<file path="src/rtl/ll_rx_sync_monitor_pkg.sv">
// Shared types and constants for the receive-side word-sync monitor.
package ll_rx_sync_monitor_pkg;

  typedef enum logic [1:0] {
    ST_IDLE   = 2'd0,
    ST_SEARCH = 2'd1,
    ST_LOCKED = 2'd2,
    ST_LOST   = 2'd3
  } sync_state_e;

  localparam int LL_LANE_W   = 80;
  localparam int LL_MARKER_W = 4;
  localparam int LL_RX_W     = LL_LANE_W * LL_MARKER_W;

  // Field offsets inside rx_debug_status.
  localparam int DBG_STATE_LSB    = 30;
  localparam int DBG_GOOD_RUN_LSB = 16;
  localparam int DBG_ERR_LSB      = 0;

  function automatic logic [7:0] sat_inc8(input logic [7:0] v);
    return (v == 8'hFF) ? v : v + 8'd1;
  endfunction

  function automatic logic [15:0] sat_inc16(input logic [15:0] v);
    return (v == 16'hFFFF) ? v : v + 16'd1;
  endfunction

endpackage

</file>
<file path="src/rtl/ll_rx_sync_monitor_lane_chk.sv">
// Per-lane userbit check: strobe must be 1 and marker must match its expected value.
module ll_rx_sync_lane_chk #(
  parameter int LANE_W  = 80,
  parameter int STB_BIT = 1,
  parameter int MRK_BIT = 79
) (
  input  logic [LANE_W-1:0] lane_data,
  input  logic              mrk_expect,
  output logic              lane_good
);

  logic stb;
  logic mrk;
  logic unused_payload;

  assign stb            = lane_data[STB_BIT];
  assign mrk            = lane_data[MRK_BIT];
  // Payload bits are not inspected here; they only pass through to the concat block.
  assign unused_payload = ^lane_data;
  assign lane_good      = stb & (mrk == mrk_expect);

endmodule

</file>
<file path="src/rtl/ll_rx_sync_monitor.sv">
// Receive-side word-sync monitor: checks strobe/marker userbits in each PHY word,
// establishes and tracks word lock, and counts bad words seen while locked.
//
// state  | meaning
// IDLE   | rx_online low, nothing checked
// SEARCH | counting consecutive good words toward lock_count
// LOCKED | word sync held; bad words counted toward loss_count
// LOST   | one-cycle loss indication, word not examined
module ll_rx_sync_monitor #(
  parameter int STB_BIT  = 1,
  parameter int MRK_BIT  = 79,
  parameter int LANE_W   = ll_rx_sync_monitor_pkg::LL_LANE_W,
  parameter int MARKER_W = ll_rx_sync_monitor_pkg::LL_MARKER_W
) (
  input  logic                       clk_wr,
  input  logic                       rst_wr_n,
  input  logic                       rx_online,
  input  logic [LANE_W*MARKER_W-1:0] rx_phy0,
  input  logic                       m_gen2_mode,
  input  logic [MARKER_W-1:0]        rx_mrk_expect,
  input  logic [7:0]                 lock_count,
  input  logic [7:0]                 loss_count,
  input  logic                       clear_err,
  output logic                       rx_sync_locked,
  output logic                       rx_sync_lost,
  output logic [15:0]                rx_err_count,
  output logic [31:0]                rx_debug_status
);
  import ll_rx_sync_monitor_pkg::*;

  sync_state_e         state_q, state_d;
  logic [7:0]          good_run_q, good_run_d;
  logic [7:0]          bad_run_q, bad_run_d;
  logic [15:0]         err_q, err_d;
  logic                locked_q, locked_d;
  logic                lost_q, lost_d;

  logic [MARKER_W-1:0] lane_good;
  logic [MARKER_W-1:0] lane_en;
  logic                word_good;
  logic [7:0]          lock_thr;
  logic [7:0]          loss_thr;
  logic [8:0]          good_inc;
  logic [8:0]          bad_inc;

  for (genvar i = 0; i < MARKER_W; i++) begin : g_lane
    ll_rx_sync_lane_chk #(
      .LANE_W (LANE_W),
      .STB_BIT(STB_BIT),
      .MRK_BIT(MRK_BIT)
    ) u_lane_chk (
      .lane_data (rx_phy0[i*LANE_W +: LANE_W]),
      .mrk_expect(rx_mrk_expect[i]),
      .lane_good (lane_good[i])
    );
  end

  // Gen1 only looks at lane 0; unchecked lanes are forced good before the AND.
  assign lane_en   = m_gen2_mode ? {MARKER_W{1'b1}} : MARKER_W'(1);
  assign word_good = &(lane_good | ~lane_en);
  assign lock_thr  = (lock_count == 8'd0) ? 8'd1 : lock_count;
  assign loss_thr  = (loss_count == 8'd0) ? 8'd1 : loss_count;
  // Compare against the unsaturated increment so a threshold of 255 is still reachable.
  assign good_inc  = {1'b0, good_run_q} + 9'd1;
  assign bad_inc   = {1'b0, bad_run_q} + 9'd1;

  // Next-state, run counters and error counter.
  always_comb begin
    state_d    = state_q;
    good_run_d = good_run_q;
    bad_run_d  = bad_run_q;
    err_d      = err_q;
    if (!rx_online) begin
      state_d = ST_IDLE;
    end else begin
      case (state_q)
        ST_IDLE: begin
          state_d    = ST_SEARCH;
          good_run_d = 8'd0;
          bad_run_d  = 8'd0;
        end
        ST_SEARCH: begin
          if (word_good) begin
            good_run_d = sat_inc8(good_run_q);
            if (good_inc >= {1'b0, lock_thr}) begin
              state_d   = ST_LOCKED;
              bad_run_d = 8'd0;
            end
          end else begin
            good_run_d = 8'd0;
          end
        end
        ST_LOCKED: begin
          if (word_good) begin
            bad_run_d = 8'd0;
          end else begin
            bad_run_d = sat_inc8(bad_run_q);
            err_d     = sat_inc16(err_q);
            if (bad_inc >= {1'b0, loss_thr}) begin
              state_d = ST_LOST;
            end
          end
        end
        ST_LOST: begin
          state_d    = ST_SEARCH;
          good_run_d = 8'd0;
          bad_run_d  = 8'd0;
        end
        default: state_d = ST_IDLE;
      endcase
    end
    if (clear_err) begin
      err_d = 16'd0;
    end
    locked_d = (state_d == ST_LOCKED);
    lost_d   = (state_d == ST_LOST);
  end

  // State and counter registers.
  always_ff @(posedge clk_wr or negedge rst_wr_n) begin
    if (!rst_wr_n) begin
      state_q    <= ST_IDLE;
      good_run_q <= 8'd0;
      bad_run_q  <= 8'd0;
      err_q      <= 16'd0;
      locked_q   <= 1'b0;
      lost_q     <= 1'b0;
    end else begin
      state_q    <= state_d;
      good_run_q <= good_run_d;
      bad_run_q  <= bad_run_d;
      err_q      <= err_d;
      locked_q   <= locked_d;
      lost_q     <= lost_d;
    end
  end

  // Debug word assembly.
  always_comb begin
    rx_debug_status = 32'd0;
    rx_debug_status[DBG_STATE_LSB +: 2]    = state_q;
    rx_debug_status[DBG_GOOD_RUN_LSB +: 8] = good_run_q;
    rx_debug_status[DBG_ERR_LSB +: 16]     = err_q;
  end

  assign rx_sync_locked = locked_q;
  assign rx_sync_lost   = lost_q;
  assign rx_err_count   = err_q;

endmodule

</file>
<file path="config.mk">
export PLATFORM = sky130hd
export DESIGN_NAME = ll_rx_sync_monitor
export DESIGN_NICKNAME = d
export VERILOG_FILES = /design/src/rtl/ll_rx_sync_monitor_pkg.sv /design/src/rtl/ll_rx_sync_monitor_lane_chk.sv /design/src/rtl/ll_rx_sync_monitor.sv
export SDC_FILE = /design/constraint.sdc
export NUM_CORES = 1
export LEC_CHECK = 0
export BUFFER_PORTS_ARGS = -buffer_cell sky130_fd_sc_hd__buf_2
export CORE_AREA = 10 10 144 146
export DETAILED_ROUTE_END_ITERATION = 8
export DIE_AREA = 0 0 154 156
export SYNTH_ARGS = -nofsm -noshare
export SYNTH_HDL_FRONTEND = slang
export SYNTH_HIERARCHICAL = 1
export SYNTH_SLANG_ARGS = --single-unit
</file>
<file path="constraint.sdc">
create_clock -name clk_wr -period 2.8 [get_ports clk_wr]
set_clock_uncertainty 0.2 [all_clocks]
set_input_delay 0.56 -clock clk_wr [delete_from_list [all_inputs] [get_ports clk_wr]]
set_output_delay 0.56 -clock clk_wr [all_outputs]
set_load 0.05 [all_outputs]
</file>
==> flow_summary.json <==
{
  "status": "complete, no violations",
  "ant_nets": 0,
  "grt_pass1_wl_mm": 12.6,
  "synth-adder-area-share": 0.100,
  "cp_data_required_time_ns": 2.80,
  "start_util": 0.161,
  "yosys.area_share.simple": 0.254,
  "htreeDepth": 2,
  "ys.warnings.count": 6,
  "pin_count": 395,
  "cts_root_buf": "clkbuf_16",
  "ys_types": 58,
  "dp_hpwl_mm": 6.25,
  "final_max_slew_viol_count": 0,
  "fin_tns_setup_ns": 0,
  "syn_to_final_growth_pct": 29.0,
  "synth_area_leaders": "dfrtp_1, ha_1, xnor2_1",
  "worst_pin_slew_ns": 0.562,
  "arrival_ns": 2.65,
  "grt_max_degree": 22,
  "synthTopCellsByCount": "dfrtp_1, nor2_1, inv_1",
  "fin_cells": 633,
  "place_congestion": 0.777,
  "core_sq_mm": 0.0178,
  "synth_edf_count": 0,
  "rsz0062_at_grt": "yes",
  "wirelength_mm": 7.80,
  "critPathCaptureType": "flip-flop",
  "hold_violations": 0,
  "clock_latency_ns": 0.28,
  "drt_pass1_iterations": 4,
  "maxCapViolations": 0,
  "ys_async_sr_fraction": 1.00,
  "fmax_mhz": 379,
  "nNetsFinal": 772,
  "yosys.area.top_type_share": 0.314,
  "pre_cts_ws_ns": -0.181,
  "via_per_inst": 3.97,
  "vias": 2515,
  "antenna_found_initial": 0,
  "startpoint_type": "flip-flop",
  "worstSetupPathType": "flip-flop to flip-flop",
  "clk_path_buf_depth": 2,
  "synth_top_family_by_area": "simple AND/OR/NAND/NOR gates",
  "cts_buffers": 5,
  "leakage_nw": 1.75,
  "setup_slack_ns": 0.158,
  "irDropWorstVdd_mv": 0.265,
  "numPlacedInstances": 625,
  "grt_pass1_vias": 2521,
  "synth_cells": 325,
  "numClockSinks": 36,
  "cts_tree": "done",
  "antenna_cells": 0,
  "die_x_um": 154,
  "cts.clk_slew.worst_paths_ns": 0.06,
  "regArea_sq_um": 907,
  "drt_iter0_drc": 90,
  "synth_sequential_area_ratio": 0.314,
  "min_period_ns": 2.64,
  "multi_input_area_sq_mm": 0.00173,
  "synth.most_common_cell": "dfrtp_1",
  "ys_ff_latch": 36,
  "setup_violations": 0,
  "synth_compound_area_frac": 0.130,
  "synth_mux_area_frac": 0.00348,
  "crit_fanout": 8,
  "netlist_area_sq_mm": 0.00287,
  "port_buffers": 76,
  "timing.final.crit_share": 0.943,
  "min_path_type": "primary input to asynchronous set/reset pin",
  "grt_overflow": 0,
  "synth_xor_area_frac": 0.0945,
  "wire_per_inst_um": 12.3,
  "syn_avg_cell_area_sq_um": 8.84,
  "timing.slew.headroom": 0.626,
  "n_fill_cell": 1989,
  "fp.dieH_um": 156,
  "synth_top_area_cell": "dfrtp_1",
  "final_layout_size_suffix_gt1_frac": 0.329,
  "power_density_mw_per_mm2": 479,
  "synth_flop_cell": "dfrtp_1",
  "whs_ns": 0.0653,
  "drc": 0,
  "rows": 49,
  "grt_use_total": 0.0638,
  "die-area_sq_mm": 0.0240
}
==> sequential cells by signal, indices dropped and copies added, names as in the netlist <==
| signal | count |
|---|---|
| good_run_q | 8 |
| rx_sync_lost | 1 |
| bad_run_q | 8 |
| rx_sync_locked | 1 |
| state_q | 2 |
| rx_err_count | 16 |
==> path summary, 6_finish.rpt <==
path                                      startpoint                          end  slack, ns  cells past startpoint
min in group clk_wr         bad_run_q[6]$_DFFE_PN0P_     bad_run_q[6]$_DFFE_PN0P_       0.35                      1
setup / recovery           good_run_q[1]$_DFFE_PN0P_     bad_run_q[6]$_DFFE_PN0P_       0.16                      9
hold reg to reg             bad_run_q[6]$_DFFE_PN0P_     bad_run_q[6]$_DFFE_PN0P_       0.35                      1
max in group asynchronous                   rst_wr_n  rx_err_count[4]$_DFFE_PN0P_       1.72                      2
setup reg to reg           good_run_q[1]$_DFFE_PN0P_     bad_run_q[6]$_DFFE_PN0P_       0.16                      9
hold / removal                              rst_wr_n    good_run_q[4]$_DFFE_PN0P_       0.07                      1
==> layer usage <==
metal	share of wire	global-route usage
met2	0.47	0.106
met3	0.082	0.0278
met4	0.015	0.0229
met5	0	0
met1	0.43	0.0710
==> metrics by stage <==
stage	area [sq um]	utilization	power, W
2_1_floorplan	2910	-	0.00100
3_3_place_gp	3520	0.197	0.00118
3_5_place_dp	3520	0.197	0.00118
4_1_cts	3680	0.206	0.00180
5_1_grt	3710	0.208	0.00188
6_report	3710	0.208	0.00178
==> layout by cell type, fill, tap and decap left out, drive strengths merged, types with 7 or more instances in the layout <==
master  netlist  routed
nand4        13      13
nor4          8       8
ha           23      23
a31oi         7       7
nand3        18      18
dfrtp        36      36
nand2        21      21
xnor2        23      23
inv          28      28
nor2         31      31
xor2          8       8
buf          26      95
o21ai        19      19
a21oi         7       7
clkbuf        2       7
==> worst max-delay path, cell delays in order (launching register included) <==
cell and delay, ns:
dfrtp_2 0.43, nand2_1 0.14, nor2_2 0.17, xor2_1 0.19, ha_1 0.28, a211oi_2 0.22
nor2_1 0.09, or3b_1 0.39, o211a_4 0.29, a31oi_1 0.18
==> power by group <==
part | leakage, nW | internal, W | switching, W
Sequential | 0.492 | 0.000553 | 0.0000365
Clock | 0.0760 | 0.000374 | 0.000223
Combinational | 1.18 | 0.000210 | 0.000379
Total | 1.75 | 0.00114 | 0.000638
==> what timing repair did <==
item | in CTS | in global routing
endpoints found under the setup margin | 0 | 6
buffers inserted | 0 | 1
hold buffers | 0 | 0
resized for setup | 0 | 6
==> layout make-up <==
| type | count | share of cell area |
|---|---|---|
| clock buffers | 7 | 0.0412 |
| inverters | 28 | 0.0284 |
| multi-input cells | 238 | 0.467 |
| flip-flops and latches | 36 | 0.245 |
| well taps | 229 | 0.0773 |
| repair buffers | 95 | 0.141 |
==> cells by family after synthesis <==
family,count (synthesis)
buffers and inverters,56
multiplexers,1
AO/OA/AOI/OAI,54
flip-flops,36
AND/OR/NAND/NOR,123
other,1
adder cells (fa/ha/maj),23
XOR/XNOR,31
No activity file was read; power rests on OpenSTA's default activity.
